===== config.mk =====
export PLATFORM = sky130hd
export DESIGN_NAME = mcp23s17_spi_responder
export DESIGN_NICKNAME = d
export VERILOG_FILES = /design/src/rtl/mcp23s17_spi_responder.sv
export SDC_FILE = /design/constraint.sdc
export NUM_CORES = 1
export LEC_CHECK = 0
export ABC_AREA = 1
export CAP_MARGIN = 5
export CORE_ASPECT_RATIO = 1.2
export CORE_MARGIN = 1
export CORE_UTILIZATION = 58
export CTS_BUF_LIST = sky130_fd_sc_hd__clkbuf_16
export CTS_CLUSTER_DIAMETER = 150
export DETAILED_ROUTE_END_ITERATION = 16
export PLACE_DENSITY = 0.86
export SYNTH_ARGS = -nofsm -noshare
export SYNTH_HDL_FRONTEND = slang
export SYNTH_SLANG_ARGS = --single-unit

===== constraint.sdc =====
create_clock -name clk -period 1.9 [get_ports clk]
set_input_delay 0.285 -clock clk [delete_from_list [all_inputs] [get_ports clk]]
set_output_delay 0.285 -clock clk [all_outputs]
set_load 0.01 [all_outputs]

===== src/rtl/mcp23s17_spi_responder.sv =====
// MCP23S17-compatible SPI mode-0 responder (BANK=0 register map) with
// compare-to-previous pin interrupts, running entirely in the clk domain.
module mcp23s17_spi_responder #(
    parameter logic [2:0] HW_ADDR     = 3'b000,
    parameter int         SYNC_STAGES = 2
) (
    input  logic       clk,
    input  logic       rst,
    input  logic       spi_cs_n,
    input  logic       spi_sck,
    input  logic       spi_mosi,
    output logic       spi_miso,
    output logic       spi_miso_oe,
    input  logic [7:0] gpio_a_in,
    input  logic [7:0] gpio_b_in,
    output logic [7:0] gpio_a_out,
    output logic [7:0] gpio_b_out,
    output logic [7:0] gpio_a_dir,
    output logic [7:0] gpio_b_dir,
    output logic [7:0] gpio_a_pu,
    output logic [7:0] gpio_b_pu,
    output logic       inta,
    output logic       intb,
    output logic       inta_oe,
    output logic       intb_oe
);

    typedef enum logic [2:0] {
        ST_IDLE   = 3'd0,
        ST_OPCODE = 3'd1,
        ST_ADDR   = 3'd2,
        ST_DATA   = 3'd3,
        ST_IGNORE = 3'd4
    } state_t;

    logic [SYNC_STAGES-1:0] cs_sync, sck_sync, mosi_sync;
    logic [7:0] gpa_sync [SYNC_STAGES];
    logic [7:0] gpb_sync [SYNC_STAGES];
    logic       cs_s, sck_s, mosi_s, cs_prev, sck_prev;
    logic [7:0] gpa_s, gpb_s, gpa_prev, gpb_prev;

    state_t     state, state_nxt;
    logic [2:0] bit_cnt;
    logic [6:0] rx_sh;
    logic [7:0] rx_byte, tx_sh, ptr, ptr_inc, rd_data;
    logic       rw, load_pend, miso_oe_r;
    logic       sck_rise, sck_fall, cs_fall, byte_done, wr_en, ld_en;

    logic [7:0] iodir_a, iodir_b, gpinten_a, gpinten_b, gppu_a, gppu_b;
    logic [7:0] olat_a, olat_b, intf_a, intf_b, intcap_a, intcap_b, iocon;
    logic [7:0] chg_a, chg_b;
    logic       clr_a, clr_b, act_a, act_b, pin_a, pin_b;
    logic       inta_r, intb_r, inta_oe_r, intb_oe_r;

    logic mirror, seqop, haen, odr, intpol;
    assign mirror = iocon[6];
    assign seqop  = iocon[5];
    assign haen   = iocon[3];
    assign odr    = iocon[2];
    assign intpol = iocon[1];

    // Input synchronisers and edge history; left unreset so a reset pulse
    // during a frame cannot fabricate a cs_n falling edge.
    always_ff @(posedge clk) begin
        cs_sync     <= {cs_sync[SYNC_STAGES-2:0], spi_cs_n};
        sck_sync    <= {sck_sync[SYNC_STAGES-2:0], spi_sck};
        mosi_sync   <= {mosi_sync[SYNC_STAGES-2:0], spi_mosi};
        gpa_sync[0] <= gpio_a_in;
        gpb_sync[0] <= gpio_b_in;
        for (int i = 1; i < SYNC_STAGES; i++) begin
            gpa_sync[i] <= gpa_sync[i-1];
            gpb_sync[i] <= gpb_sync[i-1];
        end
        cs_prev  <= cs_s;
        sck_prev <= sck_s;
        gpa_prev <= gpa_s;
        gpb_prev <= gpb_s;
    end

    assign cs_s      = cs_sync[SYNC_STAGES-1];
    assign sck_s     = sck_sync[SYNC_STAGES-1];
    assign mosi_s    = mosi_sync[SYNC_STAGES-1];
    assign gpa_s     = gpa_sync[SYNC_STAGES-1];
    assign gpb_s     = gpb_sync[SYNC_STAGES-1];
    assign sck_rise  = sck_s & ~sck_prev;
    assign sck_fall  = ~sck_s & sck_prev;
    assign cs_fall   = ~cs_s & cs_prev;
    assign byte_done = sck_rise && (bit_cnt == 3'd7);
    assign rx_byte   = {rx_sh, mosi_s};
    assign wr_en     = byte_done && (state == ST_DATA) && !rw;
    assign ld_en     = sck_fall && load_pend && (state != ST_IDLE) && !cs_s;
    assign ptr_inc   = seqop ? ptr : ((ptr == 8'h15) ? 8'h00 : ptr + 8'd1);

    // Frame state register
    always_ff @(posedge clk) begin
        if (rst) begin
            state <= ST_IDLE;
        end else begin
            state <= state_nxt;
        end
    end

    // Frame next-state decode; chip select high overrides everything
    always_comb begin
        state_nxt = state;
        if (cs_s) begin
            state_nxt = ST_IDLE;
        end else begin
            case (state)
                ST_IDLE: begin
                    if (cs_fall) state_nxt = ST_OPCODE;
                    else         state_nxt = ST_IDLE;
                end
                ST_OPCODE: begin
                    if (!byte_done)
                        state_nxt = ST_OPCODE;
                    else if ((rx_byte[7:4] != 4'b0100) || (haen && (rx_byte[3:1] != HW_ADDR)))
                        state_nxt = ST_IGNORE;
                    else
                        state_nxt = ST_ADDR;
                end
                ST_ADDR: begin
                    if (byte_done) state_nxt = ST_DATA;
                    else           state_nxt = ST_ADDR;
                end
                ST_DATA:   state_nxt = ST_DATA;
                ST_IGNORE: state_nxt = ST_IGNORE;
                default:   state_nxt = ST_IDLE;
            endcase
        end
    end

    // Shift registers, bit counter, register pointer and TX loading
    always_ff @(posedge clk) begin
        if (rst) begin
            bit_cnt   <= 3'd0;
            rx_sh     <= 7'd0;
            rw        <= 1'b0;
            ptr       <= 8'h00;
            load_pend <= 1'b0;
            tx_sh     <= 8'h00;
            miso_oe_r <= 1'b0;
        end else begin
            miso_oe_r <= (state == ST_DATA) && rw && !cs_s;
            if ((state == ST_IDLE) || cs_s) begin
                bit_cnt   <= 3'd0;
                load_pend <= 1'b0;
            end else begin
                if (sck_rise) begin
                    bit_cnt <= bit_cnt + 3'd1;
                    rx_sh   <= {rx_sh[5:0], mosi_s};
                end
                if (byte_done) begin
                    case (state)
                        ST_OPCODE: rw <= rx_byte[0];
                        ST_ADDR: begin
                            ptr       <= rx_byte;
                            load_pend <= rw;
                        end
                        ST_DATA: begin
                            if (rw) load_pend <= 1'b1;
                            else    ptr       <= ptr_inc;
                        end
                        default: ;
                    endcase
                end
                if (sck_fall) begin
                    if (load_pend) begin
                        tx_sh     <= rd_data;
                        ptr       <= ptr_inc;
                        load_pend <= 1'b0;
                    end else begin
                        tx_sh <= {tx_sh[6:0], 1'b0};
                    end
                end
            end
        end
    end

    // Register read multiplexer
    always_comb begin
        rd_data = 8'h00;
        case (ptr)
            8'h00:        rd_data = iodir_a;
            8'h01:        rd_data = iodir_b;
            8'h04:        rd_data = gpinten_a;
            8'h05:        rd_data = gpinten_b;
            8'h0A, 8'h0B: rd_data = iocon;
            8'h0C:        rd_data = gppu_a;
            8'h0D:        rd_data = gppu_b;
            8'h0E:        rd_data = intf_a;
            8'h0F:        rd_data = intf_b;
            8'h10:        rd_data = intcap_a;
            8'h11:        rd_data = intcap_b;
            8'h12:        rd_data = (iodir_a & gpa_s) | (~iodir_a & olat_a);
            8'h13:        rd_data = (iodir_b & gpb_s) | (~iodir_b & olat_b);
            8'h14:        rd_data = olat_a;
            8'h15:        rd_data = olat_b;
            default:      rd_data = 8'h00;
        endcase
    end

    // Writable configuration and output latches
    always_ff @(posedge clk) begin
        if (rst) begin
            iodir_a   <= 8'hFF;
            iodir_b   <= 8'hFF;
            gpinten_a <= 8'h00;
            gpinten_b <= 8'h00;
            iocon     <= 8'h00;
            gppu_a    <= 8'h00;
            gppu_b    <= 8'h00;
            olat_a    <= 8'h00;
            olat_b    <= 8'h00;
        end else if (wr_en) begin
            case (ptr)
                8'h00:        iodir_a   <= rx_byte;
                8'h01:        iodir_b   <= rx_byte;
                8'h04:        gpinten_a <= rx_byte;
                8'h05:        gpinten_b <= rx_byte;
                8'h0A, 8'h0B: iocon     <= {rx_byte[7:1], 1'b0};
                8'h0C:        gppu_a    <= rx_byte;
                8'h0D:        gppu_b    <= rx_byte;
                8'h12, 8'h14: olat_a    <= rx_byte;
                8'h13, 8'h15: olat_b    <= rx_byte;
                default: ;
            endcase
        end else begin
            iodir_a <= iodir_a;
        end
    end

    assign chg_a = (gpa_s ^ gpa_prev) & gpinten_a & iodir_a;
    assign chg_b = (gpb_s ^ gpb_prev) & gpinten_b & iodir_b;
    assign clr_a = ld_en && ((ptr == 8'h10) || (ptr == 8'h12));
    assign clr_b = ld_en && ((ptr == 8'h11) || (ptr == 8'h13));
    assign act_a = |intf_a;
    assign act_b = |intf_b;
    assign pin_a = mirror ? (act_a | act_b) : act_a;
    assign pin_b = mirror ? (act_a | act_b) : act_b;

    // Interrupt capture (a new event beats a same-cycle clear) and pin drive
    always_ff @(posedge clk) begin
        if (rst) begin
            intf_a    <= 8'h00;
            intf_b    <= 8'h00;
            intcap_a  <= 8'h00;
            intcap_b  <= 8'h00;
            inta_r    <= 1'b1;
            intb_r    <= 1'b1;
            inta_oe_r <= 1'b1;
            intb_oe_r <= 1'b1;
        end else begin
            if ((chg_a != 8'h00) && ((intf_a == 8'h00) || clr_a)) begin
                intf_a   <= chg_a;
                intcap_a <= gpa_s;
            end else if (clr_a) begin
                intf_a <= 8'h00;
            end else begin
                intf_a <= intf_a;
            end
            if ((chg_b != 8'h00) && ((intf_b == 8'h00) || clr_b)) begin
                intf_b   <= chg_b;
                intcap_b <= gpb_s;
            end else if (clr_b) begin
                intf_b <= 8'h00;
            end else begin
                intf_b <= intf_b;
            end
            if (odr) begin
                inta_r    <= 1'b0;
                intb_r    <= 1'b0;
                inta_oe_r <= pin_a;
                intb_oe_r <= pin_b;
            end else begin
                inta_r    <= pin_a ^ ~intpol;
                intb_r    <= pin_b ^ ~intpol;
                inta_oe_r <= 1'b1;
                intb_oe_r <= 1'b1;
            end
        end
    end

    assign spi_miso    = tx_sh[7];
    assign spi_miso_oe = miso_oe_r;
    assign gpio_a_out  = olat_a;
    assign gpio_b_out  = olat_b;
    assign gpio_a_dir  = iodir_a;
    assign gpio_b_dir  = iodir_b;
    assign gpio_a_pu   = gppu_a;
    assign gpio_b_pu   = gppu_b;
    assign inta        = inta_r;
    assign intb        = intb_r;
    assign inta_oe     = inta_oe_r;
    assign intb_oe     = intb_oe_r;

endmodule


==> qor.yml <==
clocking:
  insertion_delay_ns: 0.45
  cts_tree: "done"
  post-cts-setup-buffers: 0
  root_buffer: "clkbuf_16"
  cts.clk_slew.worst_paths_ns: 0.08
  holdBufCountCts: 0
  clock_sinks: 195
  clk_path_buf_depth: 2
  htree_levels: 4
  numCtsBuffers: 17
synthesis:
  synth_edf_count: 0
  yosys.area.top_type: "dfxtp_1"
  synthArstFlopShare_pct: 0
  synth_seq_cells: 195
  yosys.cell_count.top_type: "nand2_1"
  synth_nets: 1242
  synth_ff_type: "dfxtp_1"
  synth_top_area_share_pct: 44.6
  avgSynthCellArea_sq_um: 7.21
  synth_warnings: 0
  synthesis.area_sq_mm: 0.00875
  yosysSeqAreaShare_pct: 44.6
  syn-instance-count: 1214
  ys_top_cells_by_area: "dfxtp_1 (45%), nand2_1 (11%), o21ai_0 (6.1%)"
  synth.distinct_cells: 41
  ys_top_cells_by_count: "nand2_1 (260), dfxtp_1 (195), inv_1 (140)"
global_route:
  grt_pass1_vias: 7975
  grt-ovfl-total: 0
  antenna_found_initial: 0
  grt_util_all_layers_pct: 37.0
  grt_pass1_wl_um: 43100
  grt_max_degree: 63
critical_path:
  critical_path.max_fanout: 6
  critPathBufInv: 1
  crit_required_ns: 1.62
  rr_startpoint: "ptr[1]"
  cpPeakStageDelay_ns: 0.60
  cpMaxStageDelayCell: "clkdlybuf4s50_1"
  arrival_ns: 1.58
  worstSetupPathType: "flop to primary output"
  cp-end-kind: "primary output"
  cp_top_family: "buffers and inverters"
  startpoint: "gpio_a_dir[3]"
  cp_cell_sequence: "clkdlybuf4s50_1"
  cp-start-kind: "flop"
power:
  power_mw: 8.37
  p_leak_nw: 4.72
  cellPowerDensity_mw_per_mm2: 784
  ir_drop_mv: 0.554
flow_run:
  cap_violations: 0
timing:
  relSlewSlack_pct: 58.2
  slew_viol_final: 0
  hold_violations: 0
  post-route-period-util_pct: 98.2
  fmax_mhz: 536
  setup-violations-final: 0
  worstMarginPinSlew_ns: 0.627
  fin_crit_ns: 1.87
  rsz0062_at_grt: "true"
  skew_ns: 0.0136
floorplan:
  initial_core_util_pct: 60.2
  fp.dieW_um: 114
  dieHeight_um: 137
  die-area_sq_mm: 0.0156
  ios: 75
  rows: 48
  core_sq_mm: 0.0145
detailed_routing:
  wire_per_inst_um: 18.4
  drtIter0Drc: 1030
  dr.pass1.iters: 6
  drc_errors: 0
  antenna_violating_nets_post_route: 0
  vias_per_cell: 5.73
  drt-total-wl_um: 28100
  dr_total_vias: 8754
final_layout:
  drive_above_1_share_pct: 12.7
  area_growth_pct: 22.0
  final_util_pct: 73.5
  n_antenna_cell: 0
  fin_nets: 1344
  nFillCells: 1158
hold_path:
  hp-start: "gpio_b_in[0]"
  hold_class: "input pin to flop"
place:
  port_buffers: 74
  dp_hpwl_um: 20300
  gp_congestion: 1.02
run_status:
  status: "completed"
through the flow:
stage | setup WS (ns) | hold WS [ns] | area (sq um) | cells | setup TNS, ns
finish | 0.0335 | 0.268 | 10700 | 1529 | 0
global route | -0.0392 | 0.265 | 10700 | 1529 | -0.287
CTS | 0.000944 | 0.266 | 10600 | 1529 | 0
detailed placement | 0.0144 | 0.313 | 9930 | 1497 | 0
global placement | 0.0411 | 0.310 | 9930 | 1497 | 0
floorplan | 0.135 | 0.310 | 8750 | 1214 | 0
report_power, final:
| group | total (mW) | internal, mW | switching (mW) | leakage, nW |
|---|---|---|---|---|
| Clock | 3.70 | 1.81 | 1.88 | 0.298 |
| Sequential | 4.22 | 4.15 | 0.0610 | 1.59 |
| Combinational | 0.454 | 0.171 | 0.283 | 2.83 |
| Total | 8.37 | 6.14 | 2.23 | 4.72 |
layer usage:
layer  share of wire [%]  vias up  routed length [um]  global-route usage (%)
li1                    -     4144                   -                       -
met1                  39     3954               10800                    46.3
met2                  45      532               12600                    59.2
met3                  10      124                2920                    7.04
met4                 6.0        0                1680                    22.6
met5                   0        -                   0                       0
worst paths after layout:
check | to | slack [ns] | cells after the start
max | gpio_a_dir[3] | 0.03 | 1
max reg2reg | gpio_b_dir[6] | 0.05 | 11
min | gpb_sync[0][0] | 0.27 | 1
min reg2reg | gpa_sync[0][15] | 0.33 | 0
timing repair:
action | in CTS | in global routing
resized for setup | 7 | 33
pin swaps | 0 | 0
gates cloned | 0 | 0
setup endpoints to repair | 11 | 78
kinds of logic after synthesis:
group	count (synthesis)	share of synthesized area [%]
fa+ha+maj	7	1.00
simple gates	567	29.6
flops	195	44.6
buf+inv	196	9.61
xor+xnor	4	0.400
mux	1	0.114
compound gates	244	14.7
layout make-up:
class | instances | area [sq um] | share of cell area [%]
tap | 200 | 250 | 2.34
timing repair buffer | 124 | 1180 | 11.1
clock inverter | 15 | 195 | 1.83
clock buffer | 17 | 425 | 3.98
multi-input combinational | 823 | 4090 | 38.3
sequential | 195 | 3910 | 36.6
inverter | 155 | 622 | 5.82
sequential cells by signal, indices dropped and copies added (netlist names), 7 cells and up:
signal	count
rx_sh	7
intcap_b	8
gpb_sync	16
gpa_prev	8
gpa_sync	16
gpb_prev	8
iocon	7
gpio_a_out	8
intcap_a	8
gpinten_a	8
gpio_a_pu	8
ptr	8
gpio_a_dir	8
gpio_b_out	8
intf_a	8
gpio_b_dir	8
gpio_b_pu	8
intf_b	8
gpinten_b	8
tx_sh	8
cells in the final DEF, fill, tap and decap left out, types with 22 or more instances in the layout:
cell type	count
nand3_1	96
nand4_1	22
inv_1	136
buf_4	44
o21ai_0	106
a21oi_1	104
dfxtp_1	191
nor3_1	24
nor2_1	110
clkdlybuf4s50_1	74
nand2_1	255
(Power assumes the default switching activity.)
